## config.mk

```make
export PLATFORM = sky130hd
export DESIGN_NAME = bomb_ctrl
export DESIGN_NICKNAME = d
export VERILOG_FILES = /design/src/rtl/bomb_ctrl.sv
export SDC_FILE = /design/constraint.sdc
export NUM_CORES = 1
export LEC_CHECK = 0
export BUFFER_PORTS_ARGS = -buffer_cell sky130_fd_sc_hd__buf_2
export CAP_MARGIN = 20
export CORE_MARGIN = 2
export CORE_UTILIZATION = 48
export CTS_BUF_LIST = sky130_fd_sc_hd__clkbuf_8
export CTS_CLUSTER_SIZE = 30
export DETAILED_ROUTE_END_ITERATION = 7
export PLACE_DENSITY = 0.9
export SLEW_MARGIN = 25
export SYNTH_ARGS = -nofsm -noshare
export SYNTH_HDL_FRONTEND = slang
export SYNTH_SLANG_ARGS = --single-unit
```

## constraint.sdc

```tcl
create_clock -name frame_clk -period 2.8 [get_ports frame_clk]
set_input_delay 0.14 -clock frame_clk [delete_from_list [all_inputs] [get_ports frame_clk]]
set_output_delay 0.14 -clock frame_clk [all_outputs]
set_load 0.02 [all_outputs]
```

## src/rtl/bomb_ctrl.sv

```systemverilog
// Bomb placement, fuse, blast and cooldown sequencer.
// Every output is registered; blast rectangles are non-zero only while in BLAST.
module bomb_ctrl #(
    parameter int FUSE_FRAMES  = 120,
    parameter int BLAST_FRAMES = 30,
    parameter int COOL_FRAMES  = 15,
    parameter int RANGE        = 1
) (
    input  logic       frame_clk,
    input  logic       Reset,
    input  logic       bomb_drop,
    input  logic [9:0] userX,
    input  logic [9:0] userY,
    output logic       bomb_active,
    output logic [9:0] bombX,
    output logic [9:0] bombY,
    output logic [9:0] blastHX,
    output logic [9:0] blastHY,
    output logic [9:0] blastHXS,
    output logic [9:0] blastHYS,
    output logic [9:0] blastVX,
    output logic [9:0] blastVY,
    output logic [9:0] blastVXS,
    output logic [9:0] blastVYS,
    output logic       explode,
    output logic       busy
);

    typedef enum logic [1:0] {
        IDLE,
        ARMED,
        BLAST,
        COOL
    } state_t;

    localparam logic [7:0]  FUSE_LD  = 8'(FUSE_FRAMES - 1);
    localparam logic [7:0]  BLAST_LD = 8'(BLAST_FRAMES - 1);
    localparam logic [7:0]  COOL_LD  = 8'(COOL_FRAMES - 1);
    localparam logic [10:0] REACH    = 11'(32 * RANGE);

    state_t     state_q;
    logic [7:0] cnt_q;
    logic       drop_q;
    logic       active_q;
    logic       busy_q;
    logic       explode_q;
    logic [9:0] bx_q;
    logic [9:0] by_q;
    logic [9:0] hx_q;
    logic [9:0] hy_q;
    logic [9:0] hxs_q;
    logic [9:0] hys_q;
    logic [9:0] vx_q;
    logic [9:0] vy_q;
    logic [9:0] vxs_q;
    logic [9:0] vys_q;

    logic        drop_edge;
    logic [10:0] sx;
    logic [10:0] sy;
    logic [10:0] tx;
    logic [10:0] ty;
    logic [9:0]  bx_d;
    logic [9:0]  by_d;
    logic [9:0]  h_start;
    logic [9:0]  h_end;
    logic [10:0] h_end_raw;
    logic [9:0]  v_start;
    logic [9:0]  v_end;
    logic [10:0] v_end_raw;

    assign drop_edge = bomb_drop & ~drop_q;

    // Snap the player's approximate centre to its 32-px tile.
    always_comb begin
        sx = {1'b0, userX} + 11'd10;
        sy = {1'b0, userY} + 11'd13;
        tx = {sx[10:5], 5'b0};
        ty = {sy[10:5], 5'b0};
        bx_d = tx[9:0];
        by_d = ty[9:0];
        if (tx < 11'd32)
            bx_d = 10'd32;
        else if (tx > 11'd576)
            bx_d = 10'd576;
        if (ty < 11'd32)
            by_d = 10'd32;
        else if (ty > 11'd416)
            by_d = 10'd416;
    end

    // Compare before subtracting so the low clamp never wraps.
    always_comb begin
        h_start = 10'd32;
        v_start = 10'd32;
        if ({1'b0, bx_q} >= REACH + 11'd32)
            h_start = bx_q - REACH[9:0];
        if ({1'b0, by_q} >= REACH + 11'd32)
            v_start = by_q - REACH[9:0];
        h_end_raw = {1'b0, bx_q} + 11'd32 + REACH;
        v_end_raw = {1'b0, by_q} + 11'd32 + REACH;
        h_end = h_end_raw[9:0];
        v_end = v_end_raw[9:0];
        if (h_end_raw > 11'd608)
            h_end = 10'd608;
        if (v_end_raw > 11'd448)
            v_end = 10'd448;
    end

    always_ff @(posedge frame_clk) begin
        if (Reset) begin
            state_q   <= IDLE;
            cnt_q     <= '0;
            drop_q    <= 1'b0;
            active_q  <= 1'b0;
            busy_q    <= 1'b0;
            explode_q <= 1'b0;
            bx_q      <= '0;
            by_q      <= '0;
            hx_q      <= '0;
            hy_q      <= '0;
            hxs_q     <= '0;
            hys_q     <= '0;
            vx_q      <= '0;
            vy_q      <= '0;
            vxs_q     <= '0;
            vys_q     <= '0;
        end else begin
            drop_q    <= bomb_drop;
            explode_q <= 1'b0;
            unique case (state_q)
                IDLE: begin
                    if (drop_edge) begin
                        state_q  <= ARMED;
                        cnt_q    <= FUSE_LD;
                        bx_q     <= bx_d;
                        by_q     <= by_d;
                        active_q <= 1'b1;
                        busy_q   <= 1'b1;
                    end
                end
                ARMED: begin
                    if (cnt_q == 8'd0) begin
                        state_q   <= BLAST;
                        cnt_q     <= BLAST_LD;
                        explode_q <= 1'b1;
                        hx_q      <= h_start;
                        hy_q      <= by_q;
                        hxs_q     <= h_end - h_start;
                        hys_q     <= 10'd32;
                        vx_q      <= bx_q;
                        vy_q      <= v_start;
                        vxs_q     <= 10'd32;
                        vys_q     <= v_end - v_start;
                    end else begin
                        cnt_q <= cnt_q - 8'd1;
                    end
                end
                BLAST: begin
                    if (cnt_q == 8'd0) begin
                        active_q <= 1'b0;
                        hx_q     <= '0;
                        hy_q     <= '0;
                        hxs_q    <= '0;
                        hys_q    <= '0;
                        vx_q     <= '0;
                        vy_q     <= '0;
                        vxs_q    <= '0;
                        vys_q    <= '0;
                        if (COOL_FRAMES == 0) begin
                            state_q <= IDLE;
                            busy_q  <= 1'b0;
                        end else begin
                            state_q <= COOL;
                            cnt_q   <= COOL_LD;
                        end
                    end else begin
                        cnt_q <= cnt_q - 8'd1;
                    end
                end
                COOL: begin
                    if (cnt_q == 8'd0) begin
                        state_q <= IDLE;
                        busy_q  <= 1'b0;
                    end else begin
                        cnt_q <= cnt_q - 8'd1;
                    end
                end
                default: state_q <= IDLE;
            endcase
        end
    end

    assign bomb_active = active_q;
    assign busy        = busy_q;
    assign explode     = explode_q;
    assign bombX       = bx_q;
    assign bombY       = by_q;
    assign blastHX     = hx_q;
    assign blastHY     = hy_q;
    assign blastHXS    = hxs_q;
    assign blastHYS    = hys_q;
    assign blastVX     = vx_q;
    assign blastVY     = vy_q;
    assign blastVXS    = vxs_q;
    assign blastVYS    = vys_q;

endmodule

```

[Word-level counts from Yosys, hierarchy flattened]
Index checks and enable logic that the tools add are counted.
Cells by class
  add/sub/neg operators: 11
  multiply operators: 0
  divide/modulo/power cells: 0
  $lt $le $gt $ge: 8
  equal/unequal tests: 8
  shift-type cells: 0
  multiplexer cells: 38
  bitwise operators: 3
  reductions and logical operators: 12
Operators with widths (count)
  two-way mux 10 bit: 16
  one-hot mux 10 bit (2 select lines): 7
  two-way mux 8 bit: 4
  one-hot mux 8 bit (4 select lines): 1
  adder 10 x 4 -> 11 bit (second input constant): 2
  adder 10 x 6 -> 11 bit (second input constant): 2
  adder 11 x 6 -> 11 bit (second input constant): 2
  greater-than comparator 11 x 10 -> 1 bit (second input constant): 2
  greater-than comparator 11 x 9 -> 1 bit (second input constant): 2
  less-than comparator 11 x 6 -> 1 bit (second input constant): 2
  >= comparator 10 x 7 -> 1 bit (second input constant): 2
  subtractor 10 bit: 2
  subtractor 10 x 6 -> 10 bit (second input constant): 2
  != test 2 bit (second input constant): 5
  AND reduction 3 bit: 3
  zero test 8 bit: 1
  two-way mux 2 bit: 4
  one-hot mux 2 bit (4 select lines): 1
  subtractor 8 x 1 -> 8 bit (second input constant): 1
  nonzero test 2 bit: 3
  equality test 2 bit (second input constant): 2
  one-hot mux 1 bit (2 select lines): 2
  AND reduction 2 bit: 2
  AND reduction 4 bit: 1
  other kinds (6): 9
Word-level totals
  flip-flop bits (word level): 104
  bits in latches: 0
  RAM bits: 0
  bits in read-only memories: 0
  input port bits: 23
  output and inout bits: 103
  word-level logic and storage cells: 95
  memories: 0

[Depth between registers and ports, before layout]
Gate-level depths: netlist of the first run.
  word-level depth: 7
  depth in mapped cells: 13
  mapped depth without buffers: 13

[Worst setup path after synthesis of the first run]
No wires, ideal clock.
  path kind: register to register
  from: reg by_q[6] (netlist: bombY[6])
  to: reg vys_q[9] (netlist: blastVYS[9])
  library setup time: 0.128 ns
  arrival: 2.824 ns
  required time: 2.672 ns
  path slack: -0.152 ns
  stages on the path, launching flop included: 14
  path buffers: 0
  period minus slack after synthesis: 2.952 ns
  path through: dfxtp_1 > inv_1 > ha_1 > nor3b_1 > a31oi_1 > o21a_1 > nand2_1 > ha_1 > fa_1 > nor2b_1 > o21ai_0 > a211o_1 > a32oi_1 > nor2_1
Between the ends
  word-level cells in the longest chain between the ends: 7
  elaborated cells between the ends (all ways): 10
  those cells by class: add/sub (4); order compare (2); mux (4)
RTL lines
  start, declared: line 48  | logic [9:0] by_q;
  start signal, assigned: line 137  | by_q <= by_d;
  adder 10 x 6 -> 11 bit: line 101  | v_end_raw = {1'b0, by_q} + 11'd32 + REACH;
  adder 11 x 6 -> 11 bit: line 101
  greater-than comparator 11 x 9 -> 1 bit: line 106  | if (v_end_raw > 11'd448)
  two-way mux 10 bit: line 106
  subtractor 10 bit *: line 154  | vys_q <= v_end - v_start;
  two-way mux 10 bit *: line 143  | if (cnt_q == 8'd0) begin
  one-hot mux 10 bit (2 select lines) *: line 131  | unique case (state_q)
  end signal, assigned: line 154
  end, declared: line 56  | logic [9:0] vys_q;
Every way passes the cells marked *; elsewhere a longest branch is shown, timed or not. The select of a mux whose other input is x is not followed.
A chain may end at the register's enable or synchronous reset.

[Worst setup path after layout of the first run]
  from: reg bx_q[7] (netlist: bombX[7])
  to: reg hxs_q[9] (netlist: blastHXS[9])
Between the ends
  word-level cells in the longest chain between the ends: 7
  elaborated cells between the ends (all ways): 10
  those cells by class: add/sub (4); order compare (2); mux (4)
RTL lines
  start, declared: line 47  | logic [9:0] bx_q;
  start signal, assigned: line 118  | bx_q <= '0;
  start signal, assigned: line 136  | bx_q <= bx_d;
  adder 10 x 6 -> 11 bit: line 100  | h_end_raw = {1'b0, bx_q} + 11'd32 + REACH;
  adder 11 x 6 -> 11 bit: line 100
  greater-than comparator 11 x 10 -> 1 bit: line 104  | if (h_end_raw > 11'd608)
  two-way mux 10 bit: line 104
  subtractor 10 bit *: line 149  | hxs_q <= h_end - h_start;
  two-way mux 10 bit *: line 143
  one-hot mux 10 bit (2 select lines) *: line 131
  end signal, assigned: line 149
  end, declared: line 51  | logic [9:0] hxs_q;
Marked as above.

==> flow_results.org, run 1 <==
** Floorplan
- The initial utilization of the core area, before any placement, comes to just under 50%.
- Die area :: around 8500 um2
- The die is 92.3 um wide.
- Number of standard-cell rows in the floorplan :: 32
- During I/O placement, the number of pins put on the boundary was 126.
- The core region is around 7600 um2.
- Die Span Y :: around 90 um

** STA
- The worst path meets setup with about 110 ps of slack.
- RSZ-0062 raised after global routing :: yes
- At the pin with the least slew margin, the transition time is ~810 ps.
- Total count of max-transition violations in the final report :: 0
- Total Neg Setup Slack :: 0 ps
- Worst slew margin relative to its limit :: a little under half
- Between clock sinks in the finished design, the worst skew comes to roughly 11 ps.
- Highest Clock Rate :: approximately 0.37 GHz
- Number of endpoints failing setup at the final stage :: 0
- The worst path in the final design needs a cycle of 2690 ps, including I/O delays and setup.
- Final clock period utilization by the worst path :: 96.1%
- The hold violation total from the final report came to 0.

** Final layout
- Area added between synthesis and finish :: 14.3%
- Of the cells placed in the final design, the portion with a size suffix greater than 1 is 24.9%.
- In the layout the commonest cells are 65 x sky130_fd_sc_hd__buf_2, 58 x sky130_fd_sc_hd__conb_1, 53 x sky130_fd_sc_hd__nor2_1, 51 x sky130_fd_sc_hd__dfxtp_1, 24 x sky130_fd_sc_hd__nand2_1.
- With fillers left out, the area of the finished cells amounts to approximately 4300 um2.
- Post-layout net count :: 580
- Diodes inserted :: 0
- Most common library cell in the layout ignoring fill and taps :: sky130_fd_sc_hd__buf_2
- After the flow finishes, the layout carries non-filler instances totaling between 600 and 700.

** Worst setup path
- Largest fanout on the critical path :: 5
- The worst register-to-register path has a setup slack of 110 ps.
- CP Data Required Time :: ~3100 ps
- Critical path launch point type :: flop
- On the critical path, the stage with the largest delay is an instance of sky130_fd_sc_hd__fa_2.
- Crit path arrival time :: around 3000 ps
- Category of the worst setup path capture point :: flop
- For this run, the slowest stage of the critical path takes between 300 and 400 ps.
- The critical path ends at blastHXS[9].
- Traced cell by cell, the critical path runs through inv_1 > ha_1 > nor2_2 > o211ai_1 > a21oi_1 > nor3_2 > nor2_1 > fa_2 > nor2b_1 > o21ai_2 > o211a_1 > or4_1 > nand3_1.
- Worst Setup Path Type :: reg2reg
- The worst register-to-register path ends at blastHXS[9].
- Tracing the worst setup path back leads to its startpoint at bombX[7].
- Counting cells, the worst reg-to-reg path comes to 13.
- Start of the worst register-to-register path :: bombX[7]

** Clock network
- In this run the clock root is driven by a sky130_fd_sc_hd__clkbuf_8.
- In this run, CTS created clock tree buffers numbering 5.
- # clock sinks :: 55
- Number of H-tree levels :: 2
- Clock-pin slew was measured on the worst setup and hold paths at 110 ps.
- The clock reaches the later pin of the worst-skew pair after about 310 ps.
- Clock tree from TritonCTS :: done
- The clock passes through at most 2 buffers.

** Yosys
- Summing the areas of all compound-gate instances in the mapped netlist gives between 20 and 25% of the synthesized area.
- Flop and latch count out of synthesis :: 55
- Simple-gate share of the synthesized area :: a little over a fifth
- Area share of xor/xnor cells in the synthesized design :: 3.28%
- In the synthesized netlist, mux cells make up 0.268% of the area.
- Share of synthesized area occupied by flip-flops and latches :: between 20% and 30%
- Synthesis produced a netlist whose cell count is between 400 and 500.
- Summing the areas of all fa, ha and maj instances in the mapped netlist gives between 10 and 15% of the synthesized area.
- Counting flops with a built-in enable in the synthesized netlist gives 0.
- Of all flip-flops after synthesis, the portion carrying an async set or reset was 0%.
- By area, the combinational part of the netlist is dominated by simple AND/OR/NAND/NOR gates.
- Cell Area, Synth :: about 3700 um2
- In this run, distinct cell masters in the synthesized netlist total 60.
- In the synthesized netlist the dominant register cell turns out to be sky130_fd_sc_hd__dfxtp_1.
- Count of yosys warnings during synthesis :: 0
- Mean Syn Cell Area :: approximately 8.2 um2

** Placement
- Including well taps, the total number of placed cells is a little over 600.
- Once placement finished, the instance area stood at around 4000 um2.
- Setup Slack @ Placement :: -65.9 ps
- Number of input and output port buffers inserted :: between 60 and 70
- The congestion estimate from routability-driven global placement came to 0.919.
- Final HPWL DP :: between 6000 and 7000 um

** Power
- Power per unit of standard cell area :: around 830 nW/um2
- Worst vdd rail ir drop :: between 400 and 500 uV
- Leakage power summed over all cells :: just under 2 nW

** Global route
- Pin count of the biggest net entering global routing :: slightly above 60
- The number of antenna violations at the first check in global routing was 0.
- Via count of the first global-routing pass :: a little over 3000
- Total global-route track usage :: 19.2%
- Wire length of the first global-routing pass :: 13600 um
- GRT overflow :: 0

** Drt
- In the final routed layout, each cell accounts on average for ~14 um.
- Post-route ant nets :: 0
- Using the TritonRoute via totals, the vias-per-cell ratio works out to ~5.4.
- The first detailed-routing pass took 5 iterations.
- Total DRC errors in the routed layout :: 0
- The routed layout has ~3400 vias.
- For this block, the initial DRC count from the detailed router was roughly 140.
- Total wire length after detailed routing :: 8710 um

** Hold path
- Hold WC Path Type :: in2reg

** Run
- Across the run, the number of max-cap violations was 0.

** Outcome
- The run finished with clean final reports.
-- kinds of logic after synthesis --
logic type	count (synthesis)
xor gates and xnor gates	14
muxes	1
adders and majority gates	29
and+or+nand+nor	152
DFF	55
buffers and inverters	95
AOI/OAI and AO/OA	109
other	1
-- final cells by class --
type / instances / area, um2
clock buffer: 5 / 68.8
multi-input combinational: 363 / 2400
tap: 102 / 128
timing repair buffer: 85 / 475
clock inverter: 3 / 22.5
fill: 698 / 3370
sequential: 55 / 1110
inverter: 19 / 71.3
-- how the worst min path moves through the flow --
stage,from,endpoint,slack (ps),cells past startpoint
after floorplan,bomb_drop,drop_q,270,1
after global placement,bomb_drop,drop_q,370,2
after detailed placement,bomb_drop,drop_q,380,2
after CTS,bomb_drop,drop_q,60,2
after global routing,bomb_drop,drop_q,70,2
final,bomb_drop,drop_q,60,2
-- synth_stat cells, types with 7 or more instances --
cell type	count	share of area, %
sky130_fd_sc_hd__clkbuf_1	17	1.7
sky130_fd_sc_hd__nor2_1	54	5.4
sky130_fd_sc_hd__nand2_1	25	2.5
sky130_fd_sc_hd__dfxtp_1	55	29
sky130_fd_sc_hd__nand2b_1	7	1.2
sky130_fd_sc_hd__a21oi_1	22	2.9
sky130_fd_sc_hd__nand3_1	10	1.3
sky130_fd_sc_hd__xnor2_1	7	1.6
sky130_fd_sc_hd__a22oi_1	15	3.0
sky130_fd_sc_hd__a211oi_1	8	1.6
sky130_fd_sc_hd__inv_1	19	1.9
sky130_fd_sc_hd__ha_1	26	8.7
sky130_fd_sc_hd__xor2_1	7	1.6
sky130_fd_sc_hd__nor2b_1	9	1.5
sky130_fd_sc_hd__o21ai_0	12	1.6
sky130_fd_sc_hd__buf_4	59	12
-- power by group --
group,leakage [nW],total [mW],switching (mW),internal [mW]
registers,0.450,1.04,0.130,0.910
clock network,0.0489,0.457,0.275,0.182
logic,1.44,2.06,1.21,0.854
total,1.94,3.56,1.61,1.95
-- through the flow --
step / power (mW) / hold WS (ps) / util [%]
finish: 3.56 / 56.6 / 55.9
global route: 3.82 / 72.3 / 55.9
CTS: 3.42 / 58.7 / 54.1
detailed placement: 2.95 / 379 / 52.6
global placement: 2.85 / 366 / 52.5
floorplan: 2.51 / 268 / -
-- state kept, by name, indices dropped and copies added (netlist names) --
register	cells
bomb_active	1
blastVX	5
busy	1
blastVYS	5
bombX	5
blastHY	5
state_q	2
blastVY	5
blastVXS	1
bombY	5
explode	1
cnt_q	8
drop_q	1
blastHXS	5
blastHX	5
-- layer usage --
layer,wire [um],vias up,GRT usage (%),share of wire (%)
met5,0,-,0,0
met2,4350,142,34.0,50
met1,3630,1589,23.5,42
met3,513,29,3.62,5.9
met4,227,0,5.72,2.6
li1,-,1622,-,-
-- critical path: cells and delay by family, from the launching register on --
family | cells | cell delay, ps
simple gates | 6 | 990
fa+ha+maj | 2 | 710
buf+inv | 1 | 80
compound gates | 4 | 480
flops | 1 | 380
-- what timing repair did --
action | in CTS | in global routing
pin swaps | 1 | 14
endpoints found under the hold margin | 0 | 0
endpoints found under the setup margin | 2 | 4
resized for setup | 5 | 22
hold buffers | 0 | 0
buffers inserted | 1 | 5
Power figures use the tool's default switching activity.
==> run 2, diff against run 1 <==
--- a/config.mk
+++ b/config.mk
@@ -8,11 +8,12 @@
 export BUFFER_PORTS_ARGS = -buffer_cell sky130_fd_sc_hd__buf_2
 export CAP_MARGIN = 20
 export CORE_MARGIN = 2
-export CORE_UTILIZATION = 48
+export CORE_UTILIZATION = 41
 export CTS_BUF_LIST = sky130_fd_sc_hd__clkbuf_8
 export CTS_CLUSTER_SIZE = 30
 export DETAILED_ROUTE_END_ITERATION = 7
-export PLACE_DENSITY = 0.9
+export HOLD_SLACK_MARGIN = 0.1
+export PLACE_DENSITY = 0.8
 export SLEW_MARGIN = 25
 export SYNTH_ARGS = -nofsm -noshare
 export SYNTH_HDL_FRONTEND = slang
==> run 2 against run 1 <==
Effect of this change:
- clock power rose by 2%
- non-clock buffer count unchanged
- global-route usage is 1.9 points lower
- critical path type unchanged
- largest cell class unchanged
==> flow_results.org, run 2 (synthesized netlist as in run 1, its figures left out) <==
** Global route
- The number of antenna violations at the first check in global routing came to 0.
- Pin count of the biggest net entering global routing :: 62
- Across every metal layer, demand over resource in global routing totals between 10% and 20%.
- The via count of the first global-routing pass was 3084.
- GRT overflow :: 0
- Wire length of the first global-routing pass :: ~14000 um

** Final layout
- Flip-flop count of the largest register, all copies and words added :: 8
- The area growth from synthesis to layout is 14.0%.
- Utilization after layout :: between 40% and 50%
- More flip-flops sit in one register than any other, and that register is cnt_q.
- The net count of the finished layout is a little under 600.
- The number of antenna diodes in the final layout is 0.
- Leaving out fill and tap cells, the most frequent cells in the layout are 65 x sky130_fd_sc_hd__buf_2, 58 x sky130_fd_sc_hd__conb_1, 53 x sky130_fd_sc_hd__nor2_1, 50 x sky130_fd_sc_hd__dfxtp_1, 25 x sky130_fd_sc_hd__nand2_1.
- In the final layout, the share of cells above drive strength 1 is ~25%.
- The library cell used most frequently in the layout, excluding fill and tap cells, is sky130_fd_sc_hd__buf_2.

** Drt
- Total wire length after detailed routing :: 8730 um
- The detail route stage leaves a number of antenna-violating nets equal to 0.
- Via count of the routed design :: roughly 3300
- Dividing the detail-routed via count by the number of cells gives approximately 5.2.
- Total DRC errors in the routed layout :: 0
- Wire length per cell :: 13.7 um
- After the first detailed-routing iteration, the DRC count stood at 160.
- The pre-antenna-repair detailed-routing pass consisted of 4 iterations.

** Floorplan
- Once the floorplan was initialized, standard cells occupied a little over two fifths of the core.
- Number of standard-cell rows in the floorplan :: 34
- In this run the count of I/O pins placed on the die edge is ~130.
- In this run the vertical extent of the chip is 99.5 um.
- Die area :: slightly below 10000 um2
- In this run the horizontal extent of the chip is around 100 um.
- Core area :: just under 9000 um2

** Power
- In this run the static leakage power is roughly 1.9 nW.
- Total power :: ~3.5 mW
- Worst vdd rail ir drop :: slightly below 400 uV
- Power per unit of standard cell area :: around 820 nW/um2

** Clock network
- TritonCTS built the clock tree.
- The cell sitting at the root of the clock tree is a sky130_fd_sc_hd__clkbuf_8.
- Counting every sink on the clock net gives 55.
- Maximum clock path buffer count :: 2
- After clock tree synthesis, the clock-pin slew on the worst setup and hold paths is ~110 ps.
- CTS built an H-tree with a depth of 2.
- Counting the buffers created by CTS gives 5.
- Worst-Skew Late Latency :: approximately 320 ps

** Worst setup path
- For this design, the slowest cell found on the critical path is sky130_fd_sc_hd__or4_1.
- STA puts the critical path data required time at slightly above 3000 ps.
- The number of buffers and inverters on the critical path is 1.
- In this run the worst path has a maximum fanout of 5.
- Worst Setup Path Type :: reg2reg
- On the critical path the largest part of the delay comes from simple AND/OR/NAND/NOR gates.
- Maximum single-stage delay on the critical path :: roughly 460 ps
- Category of the worst setup path capture point :: flop
- Crit path arrival time :: 3040 ps
- Cells traversed along the worst timing path :: buf_4 > ha_4 > xnor2_2 > nand2_1 > a21oi_1 > nor3_2 > nor2b_1 > ha_1 > nor2b_2 > o21ai_2 > a211oi_2 > or4_1 > nand3_1
- Critical path launch point type :: flop

** STA
- Worst slew margin relative to its limit :: between 40 and 50%
- Final clock period utilization by the worst path :: 98.9%
- Hold_ws :: about 150 ps
- At the pin with the least slew margin, the transition time is between 800 and 900 ps.
- Clk_skew :: between 10 and 15 ps
- Highest Clock Rate :: around 0.36 GHz
- The routed design could run at a clock period as short as approximately 2800 ps.
- Setup slack closes at 31.4 ps.
- Setup violations remaining at the end of the flow were counted as 0.
- Number of failing hold endpoints at the final stage :: 0
- The final count of pins violating max slew was 0.

** Hold path
- Hold WC Path Type :: in2reg

** Placement
- Number of input and output port buffers inserted :: between 60 and 70
- At the end of routability-driven placement, the weighted congestion stood at around 0.85.
- Setup Slack @ Placement :: -57.4 ps
- Summed over all nets, the half-perimeter wirelength after detailed placement is ~6600 um.

** Outcome
- Outcome :: completed

** Run
- Count of maximum capacitance violations :: 0
## run 2: layer usage
layer	vias up	wire length (um)	part of all wire [%]	track usage, %
li1	1629	-	-	-
met1	1570	3860	44	21.9
met2	107	4290	49	30.1
met3	12	489	5.6	3.79
met4	0	95	1.1	3.58
met5	-	0	0	0
## run 2: worst reg2reg max path: stages (launching register included)
cell,delay [ps]
sky130_fd_sc_hd__dfxtp_4,360
sky130_fd_sc_hd__buf_4,140
sky130_fd_sc_hd__ha_4,180
sky130_fd_sc_hd__xnor2_2,140
sky130_fd_sc_hd__nand2_1,100
sky130_fd_sc_hd__a21oi_1,90
sky130_fd_sc_hd__nor3_2,310
sky130_fd_sc_hd__nor2b_1,120
sky130_fd_sc_hd__ha_1,320
sky130_fd_sc_hd__nor2b_2,160
sky130_fd_sc_hd__o21ai_2,160
sky130_fd_sc_hd__a211oi_2,90
sky130_fd_sc_hd__or4_1,460
sky130_fd_sc_hd__nand3_1,90
## run 2: worst paths after layout
check | start | endpoint | slack (ps) | depth (start not counted)
hold reg to reg | blastHX[9] | blastHX[9] | 490 | 2
setup / recovery | bombX[7] | blastHXS[9] | 30 | 13
setup reg to reg | bombX[7] | blastHXS[9] | 30 | 13
hold / removal | userX[7] | bombX[9] | 150 | 3
## run 2: area by class of cell
cell class                 instances  area [um2]
clock buffer                       5        68.8
clock inverter                     3        22.5
fill                             820        4500
inverter                          19        73.8
multi-input combinational        363        2370
sequential                        55        1110
tap                              108         135
timing repair buffer              85         482
## run 2: report_power, final
group / switching [mW] / internal [mW]
sequential: 0.128 / 0.909
clock: 0.284 / 0.180
combinational: 1.18 / 0.817
## run 2: stage by stage
step / setup TNS [ps] / cells / area [um2]
after floorplan: 0 / 513 / 3960
after global placement: 0 / 626 / 4030
after detailed placement: -57.4 / 626 / 4040
after CTS: 0 / 635 / 4160
after global routing: -75.8 / 638 / 4260
final: 0 / 638 / 4260
## run 2: repair_timing
action,in CTS,in global routing
endpoints found under the setup margin,1,3
hold endpoints to repair,1,0
hold buffers,1,0
gates resized for setup,3,23
setup buffers,0,3
pin swaps,0,10
==> run 3, diff against run 2 <==
--- a/config.mk
+++ b/config.mk
@@ -7,6 +7,7 @@
 export LEC_CHECK = 0
 export BUFFER_PORTS_ARGS = -buffer_cell sky130_fd_sc_hd__buf_2
 export CAP_MARGIN = 20
+export CORE_ASPECT_RATIO = 0.7
 export CORE_MARGIN = 2
 export CORE_UTILIZATION = 41
 export CTS_BUF_LIST = sky130_fd_sc_hd__clkbuf_8
==> run 3 against run 2 <==
Effect of this change:
- the flow now finishes with violations (setup timing)
- maximum frequency fell by 1.6%
- die area rose by 0.12%
- hold slack worse by 11 ps
- non-clock buffer count up 6
- core utilization shrank 0.44 points
- clock power rose by 10%
- sequential power barely moved
- final cell count rose by 3.4%
- global-route usage rose by 0.095 points
- register-to-register slack lost 40 ps
- first-iteration DRC count rose by 5.0%
- clock skew is 4.2 ps lower
- highest routed layer unchanged
==> flow_results.org, run 3 (synthesized netlist as in run 1, its figures left out) <==
** Outcome
- The flow ran to the end, but the final reports show violations.
- The checks that failed: setup timing.

** Global route
- The via count of the first global-routing pass was between 2000 and 3000.
- GRT overflow :: 0
- The first global-routing pass estimated ~14000 um of wire.
- Antenna violations before repair :: 0
- Global routing used between 10% and 20% of the available tracks.
- Entering global routing, the biggest net connects 62 pins.

** Worst setup path
- Most used cell, CP :: sky130_fd_sc_hd__ha_1
- At the worst endpoint, the arrival time is roughly 3100 ps.
- Slowest stage cell, crit path :: sky130_fd_sc_hd__or4_1
- CP Data Required Time :: slightly above 3000 ps
- STA classifies the critical path startpoint as a flop.
- For the worst flop-to-flop path, the logic depth is 13.
- On the worst path, the slowest cell contributes a delay of approximately 460 ps.
- STA classifies the critical path endpoint as a flop.
- Cells traversed along the worst timing path :: inv_2 > ha_1 > and2_1 > o211ai_1 > a21oi_2 > nor3_2 > nor2b_1 > ha_1 > nor2b_4 > o21ai_2 > o211a_1 > or4_1 > nand3_1
- The critical path is of the reg2reg type.
- Along the worst path, the maximum fanout reaches 4.

** Hold path
- Counting instances, the worst hold path has a depth of 3.
- Hold WC Path Type :: in2reg

** Placement
- Placement Cell Area :: 4110 um2
- Final Wtd Congestion :: slightly above 0.9
- Final HPWL DP :: 6700 um
- Placed cell count :: about 650
- Number of input and output port buffers inserted :: 66

** Final layout
- In the layout the commonest cells are 65 x sky130_fd_sc_hd__buf_2, 58 x sky130_fd_sc_hd__conb_1, 52 x sky130_fd_sc_hd__nor2_1, 51 x sky130_fd_sc_hd__dfxtp_1.
- Area occupied by registers :: between 1000 and 1500 um2
- Largest Register :: cnt_q
- The register with the most flip-flops in the layout has 8 of them.
- Leaving out fill and tap cells, the most frequent cell in the layout is sky130_fd_sc_hd__buf_2.
- Of the cells placed in the final design, the portion with a size suffix greater than 1 is around a quarter.
- Design Area, Final :: around 4300 um2
- Compared with the post-synthesis result, the final layout area differs by 15.6%.
- The layout has approximately 860 filler cells.
- Diodes inserted :: 0
- Final standard cell count with taps included and fillers excluded :: between 600 and 700
- Area used by multi-input combinational logic :: approximately 2400 um2
- The net count of the finished layout is ~590.

** STA
- The final count of pins violating max slew is 0.
- At the pin with the least slew margin, the transition time is 748 ps.
- Setup violations remaining at the end of the flow were counted as 1.
- In the final timing run, aggregate negative setup slack is -13.4 ps.
- The hold violation total from the final report came to 0.
- Worst slew margin relative to its limit :: about half
- Hold timing on the final database bottoms out at a slack of about 140 ps.
- Highest Clock Rate :: 0.355 GHz
- Final critical path time including I/O delays and setup :: roughly 2800 ps
- Of the available clock period, the critical path in the final layout requires 100%.
- RSZ-0062 raised after global routing :: yes
- Setup slack on the critical path of the routed design comes to -13.4 ps.
- Clk_skew :: just under 9 ps

** Floorplan
- Die area :: 9910 um2
- Row generation in the floorplan step produced 29 rows.
- Die Span Y :: 83.9 um
- The core region is roughly 9000 um2.
- Horiz. Die Dim :: roughly 120 um
- Number of top-level pins :: 126
- Once the floorplan was initialized, standard cells occupied a little over two fifths of the core.

** Clock network
- Counting every sink on the clock net gives 55.
- Worst-Skew Late Latency :: between 300 and 400 ps
- After clock tree synthesis, the clock-pin slew on the worst setup and hold paths is roughly 100 ps.
- Buffers inserted during clock tree synthesis total 5.
- Clock tree from TritonCTS :: done
- CTS placed an instance of sky130_fd_sc_hd__clkbuf_8 at the clock tree root.
- Number of H-tree levels :: 2
- The longest clock path from root to sink contains 2 buffers.

** Power
- Power spread over the standard cell area amounts to roughly 840 nW/um2.
- Leakage power summed over all cells :: between 1.5 and 2 nW
- Worst vdd rail ir drop :: approximately 340 uV
- The design draws ~3.6 mW.

** Drt
- Via count of the routed design :: ~3400
- The pre-antenna-repair detailed-routing pass consisted of 5 iterations.
- In the routed design, unresolved DRC markers number 0.
- After detailed routing, the number of vias per cell comes to 5.11.
- After detailed routing, the total wire length is ~9000 um.
- Post-route ant nets :: 0
- After detailed routing, the average wire length per cell comes to 13.9 um.
- The detailed router finished its first iteration with 168 violations.

** Run
- Count of maximum capacitance violations :: 0
run 3: worst paths after layout:
check / end / slack, ps / from
worst max-delay path: blastHXS[9] / -10 / bombX[6]
worst min-delay path: bombX[9] / 140 / userX[6]
worst max register to register: blastHXS[9] / -10 / bombX[6]
worst min register to register: blastHX[9] / 470 / blastHX[9]
run 3: report_power, final:
group	total, mW	internal, mW	switching, mW
Combinational	2.07	0.859	1.21
Sequential	1.04	0.910	0.128
Clock	0.512	0.226	0.286
Total	3.62	1.99	1.62
run 3: routing by layer:
| layer | track usage [%] | vias up | wire (um) |
|---|---|---|---|
| met2 | 27.9 | 116 | 4270 |
| li1 | - | 1646 | - |
| met4 | 5.81 | 0 | 116 |
| met5 | 0 | - | 0 |
| met3 | 2.46 | 11 | 612 |
| met1 | 23.8 | 1599 | 4160 |
run 3: final cells by class:
class,instances,share of cell area [%]
timing repair buffer,91,12.1
inverter,19,1.65
tap,124,3.59
clock buffer,7,2.23
multi-input combinational,363,54.5
sequential,55,25.7
clock inverter,1,0.174
run 3: what timing repair did:
action,in CTS,in global routing
buffers inserted,0,3
hold endpoints to repair,1,0
endpoints found under the setup margin,2,2
resized for setup,3,21
hold buffers,1,0
pin swaps,1,18
run 3: through the flow:
| step | worst slack (ps) | util, % |
|---|---|---|
| global placement | -13.4 | 45.7 |
| detailed placement | -49.4 | 45.8 |
| finish | -13.4 | 48.2 |
| CTS | 6.01 | 47.2 |
| global route | -136 | 48.2 |
| floorplan | 8.57 | - |
run 3: critical path: cells and delay by family, from the launching register on:
kind | cells | cell delay (ps)
DFF | 1 | 350
adders and majority gates | 2 | 500
and+or+nand+nor | 6 | 1210
buffers and inverters | 1 | 60
AOI/OAI and AO/OA | 4 | 640
